$ cat src/rtl/nn_loader_pkg.sv
// Shared target codes, loader states and length-field sizing for nn_param_loader.
package nn_loader_pkg;

    localparam int LEN_BYTES_DEF = 2;
    localparam int LEN_W         = 8 * LEN_BYTES_DEF;
    localparam int NUM_TGT       = 6;

    localparam logic [2:0] TGT_W          = 3'd0;
    localparam logic [2:0] TGT_BETA_SHIFT = 3'd1;
    localparam logic [2:0] TGT_MINUS_TETA = 3'd2;
    localparam logic [2:0] TGT_BN_FACTOR  = 3'd3;
    localparam logic [2:0] TGT_BN_ADDEND  = 3'd4;
    localparam logic [2:0] TGT_INPUTS     = 3'd5;

    typedef enum logic [2:0] {
        IDLE,
        LEN,
        FETCH,
        SHIFT,
        CSUM
    } state_e;

endpackage

$ cat src/rtl/nn_symbol_shifter.sv
// Holds one payload byte and steps through it LSB-first, PAR_W bits per symbol
// (or the whole byte in wide mode); last flags the byte's final symbol.
module nn_symbol_shifter
    import nn_loader_pkg::*;
#(
    parameter int IN_W  = 8,
    parameter int PAR_W = 2
) (
    input  logic              clk,
    input  logic              rst,
    input  logic              load,
    input  logic              advance,
    input  logic              wide,
    input  logic [IN_W-1:0]   ld_dat,
    output logic [PAR_W-1:0]  sym_par,
    output logic [IN_W-1:0]   sym_byte,
    output logic              last
);
    localparam int SYMS  = IN_W / PAR_W;
    localparam int IDX_W = (SYMS > 1) ? $clog2(SYMS) : 1;

    logic [IN_W-1:0]  dat_q, dat_d;
    logic [IDX_W-1:0] idx_q, idx_d;
    logic             wide_q, wide_d;

    always_comb begin
        dat_d  = dat_q;
        idx_d  = idx_q;
        wide_d = wide_q;
        if (load) begin
            dat_d  = ld_dat;
            idx_d  = '0;
            wide_d = wide;
        end else if (advance) begin
            dat_d = dat_q >> PAR_W;
            idx_d = idx_q + 1'b1;
        end
    end

    always_ff @(posedge clk or posedge rst) begin
        if (rst) begin
            dat_q  <= '0;
            idx_q  <= '0;
            wide_q <= 1'b0;
        end else begin
            dat_q  <= dat_d;
            idx_q  <= idx_d;
            wide_q <= wide_d;
        end
    end

    assign sym_par  = dat_q[PAR_W-1:0];
    assign sym_byte = dat_q;
    assign last     = wide_q || (idx_q == IDX_W'(SYMS - 1));

endmodule

$ cat src/rtl/nn_param_loader.sv
// Framed byte stream -> one symbol per cycle into the selected SIPO chain; first CE one cycle after
// the first payload byte, gapless while bytes keep coming; in_ready only where a byte can be taken.
// NN_PARAM_LOADER_CHECKSUM_EN adds a trailing checksum byte per frame.
module nn_param_loader
    import nn_loader_pkg::*;
#(
    parameter int LEN_BYTES = LEN_BYTES_DEF,
    parameter int IN_W      = 8,
    parameter int PAR_W     = 2
) (
    input  logic              clk,
    input  logic              rst,
    input  logic [IN_W-1:0]   in_data,
    input  logic              in_valid,
    output logic              in_ready,
    output logic [PAR_W-1:0]  nn_parameters,
    output logic [IN_W-1:0]   inputs,
    output logic              fifo_w_ce,
    output logic              fifo_beta_shift_ce,
    output logic              fifo_minus_teta_ce,
    output logic              fifo_BN_factor_ce,
    output logic              fifo_BN_addend_ce,
    output logic              fifo_inputs_ce,
    output logic              busy,
    output logic              done,
    output logic              err,
    input  logic              clr_err
);
    localparam int LW   = 8 * LEN_BYTES;
    localparam int LB_W = $clog2(LEN_BYTES + 1);

    state_e               state_q, state_d;
    logic [2:0]           tgt_q, tgt_d;
    logic [LW-1:0]        len_q, len_d, rem_q, rem_d;
    logic [LB_W-1:0]      lb_q, lb_d;
    logic [NUM_TGT-1:0]   ce_q, ce_d;
    logic                 busy_q, busy_d, done_q, done_d, err_q, err_d;
    logic                 rdy, xfer, tgt_ok, byte_last, payload_end;
    logic                 sh_load, sh_adv, sh_last;
`ifdef NN_PARAM_LOADER_CHECKSUM_EN
    logic [IN_W-1:0]      sum_q, sum_d, sum_chk;
`endif

    nn_symbol_shifter #(.IN_W(IN_W), .PAR_W(PAR_W)) u_shifter (
        .clk      (clk),
        .rst      (rst),
        .load     (sh_load),
        .advance  (sh_adv),
        .wide     (tgt_q == TGT_INPUTS),
        .ld_dat   (in_data),
        .sym_par  (nn_parameters),
        .sym_byte (inputs),
        .last     (sh_last)
    );

    // Invalid targets never load the shifter; each drained byte counts as one symbol.
    always_comb begin
        tgt_ok    = (tgt_q <= TGT_INPUTS);
        byte_last = sh_last || !tgt_ok;
        rdy       = (state_q == SHIFT) ? (byte_last && (rem_q != '0)) : 1'b1;
        xfer      = in_valid && rdy;
    end

    always_comb begin
        state_d     = state_q;
        tgt_d       = tgt_q;
        len_d       = len_q;
        rem_d       = rem_q;
        lb_d        = lb_q;
        busy_d      = busy_q;
        done_d      = 1'b0;
        err_d       = clr_err ? 1'b0 : err_q;
        sh_load     = 1'b0;
        sh_adv      = 1'b0;
        payload_end = 1'b0;
        ce_d        = '0;
`ifdef NN_PARAM_LOADER_CHECKSUM_EN
        sum_d       = sum_q;
        sum_chk     = sum_q + in_data;
`endif
        unique case (state_q)
            IDLE: if (xfer) begin
                tgt_d   = in_data[2:0];
                lb_d    = '0;
                busy_d  = 1'b1;
                state_d = LEN;
`ifdef NN_PARAM_LOADER_CHECKSUM_EN
                sum_d   = '0;
`endif
                if (in_data[2:0] > TGT_INPUTS) err_d = 1'b1;
            end
            LEN: if (xfer) begin
                len_d = (len_q >> 8) | (LW'(in_data[7:0]) << (LW - 8));
                lb_d  = lb_q + 1'b1;
                if (lb_q == LB_W'(LEN_BYTES - 1)) begin
                    rem_d = len_d;
                    if (len_d == '0) payload_end = 1'b1;
                    else             state_d     = FETCH;
                end
            end
            FETCH: if (xfer) begin
                sh_load = tgt_ok;
                rem_d   = rem_q - 1'b1;
                state_d = SHIFT;
`ifdef NN_PARAM_LOADER_CHECKSUM_EN
                sum_d   = sum_chk;
`endif
            end
            SHIFT: begin
                if (rem_q == '0) begin
                    payload_end = 1'b1;
                end else if (!byte_last) begin
                    sh_adv = 1'b1;
                    rem_d  = rem_q - 1'b1;
                end else if (xfer) begin
                    sh_load = tgt_ok;
                    rem_d   = rem_q - 1'b1;
`ifdef NN_PARAM_LOADER_CHECKSUM_EN
                    sum_d   = sum_chk;
`endif
                end else begin
                    state_d = FETCH;
                end
            end
`ifdef NN_PARAM_LOADER_CHECKSUM_EN
            CSUM: if (xfer) begin
                if (sum_chk != '0) err_d = 1'b1;
                state_d = IDLE;
                done_d  = 1'b1;
                busy_d  = 1'b0;
            end
`endif
            default: state_d = IDLE;
        endcase

        if (payload_end) begin
`ifdef NN_PARAM_LOADER_CHECKSUM_EN
            state_d = CSUM;
`else
            state_d = IDLE;
            done_d  = 1'b1;
            busy_d  = 1'b0;
`endif
        end

        if (state_d == SHIFT && tgt_ok) ce_d[tgt_q] = 1'b1;
    end

    always_ff @(posedge clk or posedge rst) begin
        if (rst) begin
            state_q <= IDLE;
            tgt_q   <= '0;
            len_q   <= '0;
            rem_q   <= '0;
            lb_q    <= '0;
            ce_q    <= '0;
            busy_q  <= 1'b0;
            done_q  <= 1'b0;
            err_q   <= 1'b0;
`ifdef NN_PARAM_LOADER_CHECKSUM_EN
            sum_q   <= '0;
`endif
        end else begin
            state_q <= state_d;
            tgt_q   <= tgt_d;
            len_q   <= len_d;
            rem_q   <= rem_d;
            lb_q    <= lb_d;
            ce_q    <= ce_d;
            busy_q  <= busy_d;
            done_q  <= done_d;
            err_q   <= err_d;
`ifdef NN_PARAM_LOADER_CHECKSUM_EN
            sum_q   <= sum_d;
`endif
        end
    end

    assign in_ready           = rdy && !rst;
    assign fifo_w_ce          = ce_q[TGT_W];
    assign fifo_beta_shift_ce = ce_q[TGT_BETA_SHIFT];
    assign fifo_minus_teta_ce = ce_q[TGT_MINUS_TETA];
    assign fifo_BN_factor_ce  = ce_q[TGT_BN_FACTOR];
    assign fifo_BN_addend_ce  = ce_q[TGT_BN_ADDEND];
    assign fifo_inputs_ce     = ce_q[TGT_INPUTS];
    assign busy               = busy_q;
    assign done               = done_q;
    assign err                = err_q;

endmodule
$ cat config.mk
export PLATFORM = sky130hd
export DESIGN_NAME = nn_param_loader
export DESIGN_NICKNAME = d
export VERILOG_FILES = /design/src/rtl/nn_loader_pkg.sv /design/src/rtl/nn_symbol_shifter.sv /design/src/rtl/nn_param_loader.sv
export SDC_FILE = /design/constraint.sdc
export NUM_CORES = 1
export LEC_CHECK = 0
export ABC_AREA = 1
export CORE_ASPECT_RATIO = 1.25
export CORE_UTILIZATION = 47
export DETAILED_ROUTE_END_ITERATION = 10
export MAX_ROUTING_LAYER = met4
export PLACE_DENSITY = 0.71
export SLEW_MARGIN = 5
export SYNTH_ARGS = -nofsm -noshare
export SYNTH_HDL_FRONTEND = slang
export SYNTH_SLANG_ARGS = --single-unit
$ cat constraint.sdc
create_clock -name clk -period 1.7 [get_ports clk]
set_input_delay 0.255 -clock clk [delete_from_list [all_inputs] [get_ports clk]]
set_output_delay 0.255 -clock clk [all_outputs]
set_load 0.05 [all_outputs]
; ---- Yosys cells after proc, flatten, opt, wreduce, memory -nomap -nowiden
; Index checks and enable logic that the tools add are counted.
; W data, S select, Z words.
[totals]
regBits = 60
inputBits = 12
out_inout_bits = 20
wordCells = 101
[classes]
addsub = 3
magnitude_cmp = 4
n_eq_ne = 11
mux = 47
n_bitwise = 1
n_reduce_logical = 23
[op_table]
columns = cell, n
row1 = $mux W16, 5
row2 = $pmux W16 S3, 1
row3 = $logic_not A16 Y1, 2
row4 = $mux W3, 9
row5 = $mux W1, 20
row6 = $mux W8, 2
row7 = $or A8 B16 Y16, 1
row8 = $reduce_bool A16 Y1, 1
row9 = $sub A16 B1 Y16 const B, 1
row10 = $pmux W3 S4, 1
row11 = $eq A3 B2 Y1 const B, 3
row12 = $mux W2, 4
row13 = $ne A2 B2 Y1 const B, 4
row14 = $reduce_bool A2 Y1, 4
row15 = $mux W6, 1
row16 = $reduce_and A2 Y1, 3
row17 = $logic_and A1 B1 Y1, 5
row18 = $add A2 B1 Y2 const B, 2
row19 = $lt A3 B4 Y1 const B, 1
row20 = $pmux W1 S2, 2
row21 = $pmux W2 S2, 1
row22 = $reduce_and A4 Y1, 1
row23 = $demux W1 S3, 1
row24 = $eq A3 B1 Y1 const B, 1
row25 = 11 further kinds, 13

; ---- Logic depth before layout (Yosys ltp)
[depth]
depth_word = 14
ltp_mapped = 15

; ---- By module
; From an unflattened synthesis, not the netlist that was laid out.
[hier_totals]
cells_unflattened = 397
hier_area_um2 = 2965.3
[modules_own_cells]
columns = mod, n_inst, cells_per_inst, area_each_um2, seq_area_each_um2
row1 = nn_param_loader, 1, 338, 2442.3, 1026.0
row2 = nn_symbol_shifter, 1, 59, 523.0, 275.3

; ---- Least setup slack after synthesis
; Ideal clock, no wire load.
[synth_timing]
kind = reg-to-output
from = reg rem_q[0]
to = out in_ready
arrival_ps = 1693
slack_ps = -248
stages_incl_launch_ff = 8
path_buffers = 0
path_cell_list = dfrtp_1 > inv_1 > ha_1 > nand2_1 > nor2_1 > nand2_1 > nand2_1 > a21oi_1
[synth_between]
elab_chain_cells = 4
[synth_rtl]
columns = element, line_no
row1 = start: declaration, nn_param_loader.sv:34  ; logic [LW-1:0] len_q, len_d, rem_q, rem_d;
row2 = start signal: assignment, nn_param_loader.sv:167  ; rem_q <= rem_d;
row3 = $reduce_bool A16 Y1, nn_param_loader.sv:60  ; rdy = (state_q == SHIFT) ? (byte_last && (rem_q != '0)) : 1'b1;
row4 = $logic_and A1 B1 Y1, nn_param_loader.sv:60
row5 = $mux W1, nn_param_loader.sv:60
row6 = $logic_and A1 B1 Y1, nn_param_loader.sv:179  ; assign in_ready = rdy && !rst;
row7 = end: declaration, nn_param_loader.sv:15  ; output logic in_ready,
; No other way between the ends.

; ---- Worst setup path after layout
[layout_timing]
from = reg rem_q[1]
to = reg rem_q[10]
[layout_between]
elab_chain_cells = 8
[layout_rtl]
columns = element
row1 = "parallel branches: the longest is 8 deep, another holds $sub A16 B1 Y16"
; Several ways; the timed one is not identified. The select of a mux whose other input is x is not followed.
; A chain may end at the register's enable or synchronous reset.

==> qor.yml <==
outcome: "complete, but fails checks"
failed_checks: "setup timing"
die_h_um: 92.6
async_reset_ff_share_pct: 100
grt_pass1_wl_mm: 15.2
worstMarginPinSlew_ns: 0.506
post-route-period-util_pct: 109
synth_area_leaders: "dfrtp_1 42%, nand2_1 15%, nand3_1 7.5%"
vias: 3602
hold_violations: 0
grt_pass1_vias: 3150
dp_hpwl_mm: 6.91
ctsHoldBuffers: 0
max_freq_mhz: 541
post_dp_cell_area_mm2: 0.00394
place.gp.congestion: 0.990
synth_area_leader_cell: "dfrtp_1"
cts_buffer_depth: 2
clkLatencyLatePin_ns: 0.31
path_clk_slew_ns: 0.10
criticalPathCategory: "reg -> reg"
slew_headroom_pct: 66.2
grt_max_degree: 42
antenna_found_initial: 0
ys_seq_area_share_pct: 42.2
synthCells: 429
drv_cap: 0
drive_above_1_share_pct: 39.8
syn_avg_cell_area_um2: 7.19
cp.arrival_ns: 2.04
rsz0062_at_grt: "true"
final_area_mm2: 0.00476
antenna_cells: 0
core_area_mm2: 0.00625
synth_nets: 445
ys.flop_type: "dfrtp_1"
cp_common_cell: "nand2_8"
cts_num_sinks: 52
synth-seq-cells: 52
hp-class: "in -> async"
crit_slowest_cell: "dfrtp_1"
startpoint_type: "flop"
nNetsFinal: 564
via_per_inst: 5.69
setup_viol: 36
fillCellCount: 425
end_kind: "flop"
first_iter_violations: 306
rows: 32
setup_ws_ns: -0.149
yosysTopAreaCellShare_pct: 42.2
grt_overflow: 0
dr.pass1.iters: 7
numCtsBuffers: 5
drt_wl_total_mm: 11.4
post-route-min-period_ns: 1.85
required_ns: 1.89
initial_utilization_pct: 49.4
port_buffers: 31
dieWidth_um: 74.4
p_leak_uw: 0.00227
crit_path_cell_trace: "inv_2 > ha_4 > nand2_4 > nor2_4 > nand2_2 > nand2_4 > buf_12 > nand2_8 > nand2_8 > nand2_8 > buf_4 > a22oi_2 > o21ai_1"
cts-htree-levels: 2
grt_usage_pct: 30.1
synth-edff-count: 0
vdd_drop_max_mv: 0.735
drt.antenna.violating_nets: 0
synth_area_mm2: 0.00308
io_pins: 32
wl_per_cell_um: 17.9
pre_cts_ws_ns: -0.146
die_area_mm2: 0.00689
critPathMaxStageDelay_ns: 0.40
p_per_area_mw_per_mm2: 986
clockRootBuffer: "clkbuf_8"
yosysWarnings: 0
slew_viol_final: 0
synth.distinct_cells: 33
areaGrowthSynthToFinish_pct: 54.5
critPathMaxFanout: 7
cts_tree: "built"
drcViolationCount: 0
hold_ws_ns: 0.298
finClkSkew_ns: 0.0105
cell families (layout without fill, tap and decap cells):
| group | Yosys count | after routing | share of synthesized area (%) |
|---|---|---|---|
| other | 1 | 1 | 0.122 |
| DFF | 52 | 52 | 42.2 |
| AOI/OAI and AO/OA | 57 | 57 | 10.4 |
| and+or+nand+nor | 251 | 254 | 36.2 |
| adders and majority gates | 4 | 4 | 1.62 |
| buffers and inverters | 58 | 174 | 7.71 |
| xor gates and xnor gates | 6 | 6 | 1.70 |
report_power, final:
| group | internal, uW | switching [uW] | total (uW) |
|---|---|---|---|
| clock | 580 | 419 | 999 |
| combinational | 926 | 1130 | 2050 |
| sequential | 1440 | 210 | 1650 |
final timing paths:
kind / startpoint / endpoint / slack (ns) / cells past startpoint
setup reg to reg: rem_q[1]$_DFFE_PP0P_ / rem_q[10]$_DFFE_PP0P_ / -0.15 / 13
max in group asynchronous: rst / rem_q[10]$_DFFE_PP0P_ / 0.88 / 3
min in group clk: clr_err / err$_DFF_PP0_ / 0.52 / 2
hold reg to reg: u_shifter.idx_q[1]$_DFFE_PP0P_ / u_shifter.idx_q[1]$_DFFE_PP0P_ / 0.53 / 2
hold / removal: rst / rem_q[13]$_DFFE_PP0P_ / 0.30 / 2
setup / recovery: rem_q[1]$_DFFE_PP0P_ / rem_q[10]$_DFFE_PP0P_ / -0.15 / 13
repair_timing:
item                       4_1_cts  5_1_grt
gates cloned                     1        2
buffers inserted                11       11
setup endpoints to repair       33       37
resized for setup               39       90
pin swaps                       20       22
state kept, by name (all words and copies together) (netlist names):
name / count
rem_q: 16
len_q: 8
u_shifter.sym_byte: 8
ce_q: 6
state_q: 3
tgt_q: 3
lb_q: 2
u_shifter.idx_q: 2
busy: 1
done: 1
err: 1
u_shifter.wide_q: 1
cells in the mapped netlist, types with 5 or more instances:
cell,count
a21oi_1,13
dfrtp_1,52
inv_1,41
inv_2,7
nand2_1,126
nand2_2,5
nand3_1,46
nor2_1,56
nor3_1,5
o21ai_0,11
o21ai_1,17
xor2_1,5
per-stage QoR:
step | setup TNS [ns] | instances | power, uW | utilization (%)
floorplan | 0 | 429 | 2440 | -
global placement | -0.630 | 601 | 3130 | 63.0
detailed placement | -1.83 | 601 | 3170 | 63.0
CTS | -0.223 | 620 | 4300 | 68.8
global route | -6.10 | 633 | 4950 | 76.3
finish | -3.03 | 633 | 4700 | 76.3
cell usage in the layout (no fill, tap or decap), types with 4 or more instances in the layout:
master,n
o21ai_1,16
nand2_4,7
o21ai_2,6
o21ai_0,6
nor2_4,7
a21oi_1,8
xor2_1,5
o211ai_1,4
nand2_8,8
nand3_1,27
clkdlybuf4s50_1,11
buf_4,89
inv_2,8
nor2_2,14
clkbuf_8,5
o22ai_1,4
nand2_2,14
inv_1,37
buf_6,11
dfrtp_1,51
nand3_2,19
nand2_1,109
nor2_1,37
buf_12,4
layout make-up:
| class | count | area, um2 | share of cell area, % |
|---|---|---|---|
| clock inverter | 2 | 60.1 | 1.26 |
| multi-input combinational | 322 | 2010 | 42.2 |
| sequential | 52 | 1300 | 27.3 |
| timing repair buffer | 118 | 1020 | 21.4 |
| inverter | 49 | 199 | 4.18 |
| clock buffer | 5 | 68.8 | 1.44 |
| tap | 85 | 106 | 2.23 |
layer usage:
layer  global-route usage [%]  up-vias  wire length, um
met5                        -        -                0
met4                     12.6        0              584
met3                     3.81       58              776
met2                     51.7      207             5940
met1                     34.5     1726             4060
li1                         -     1611                -
worst max-delay path, delay by kind of cell, from the launching register on:
family	cells	cell delay, ns
buffers and inverters	3	0.36
AO/OA/AOI/OAI	2	0.22
flip-flops	1	0.40
AND/OR/NAND/NOR	7	0.58
adder cells (fa/ha/maj)	1	0.16
(Power assumes the default switching activity.)
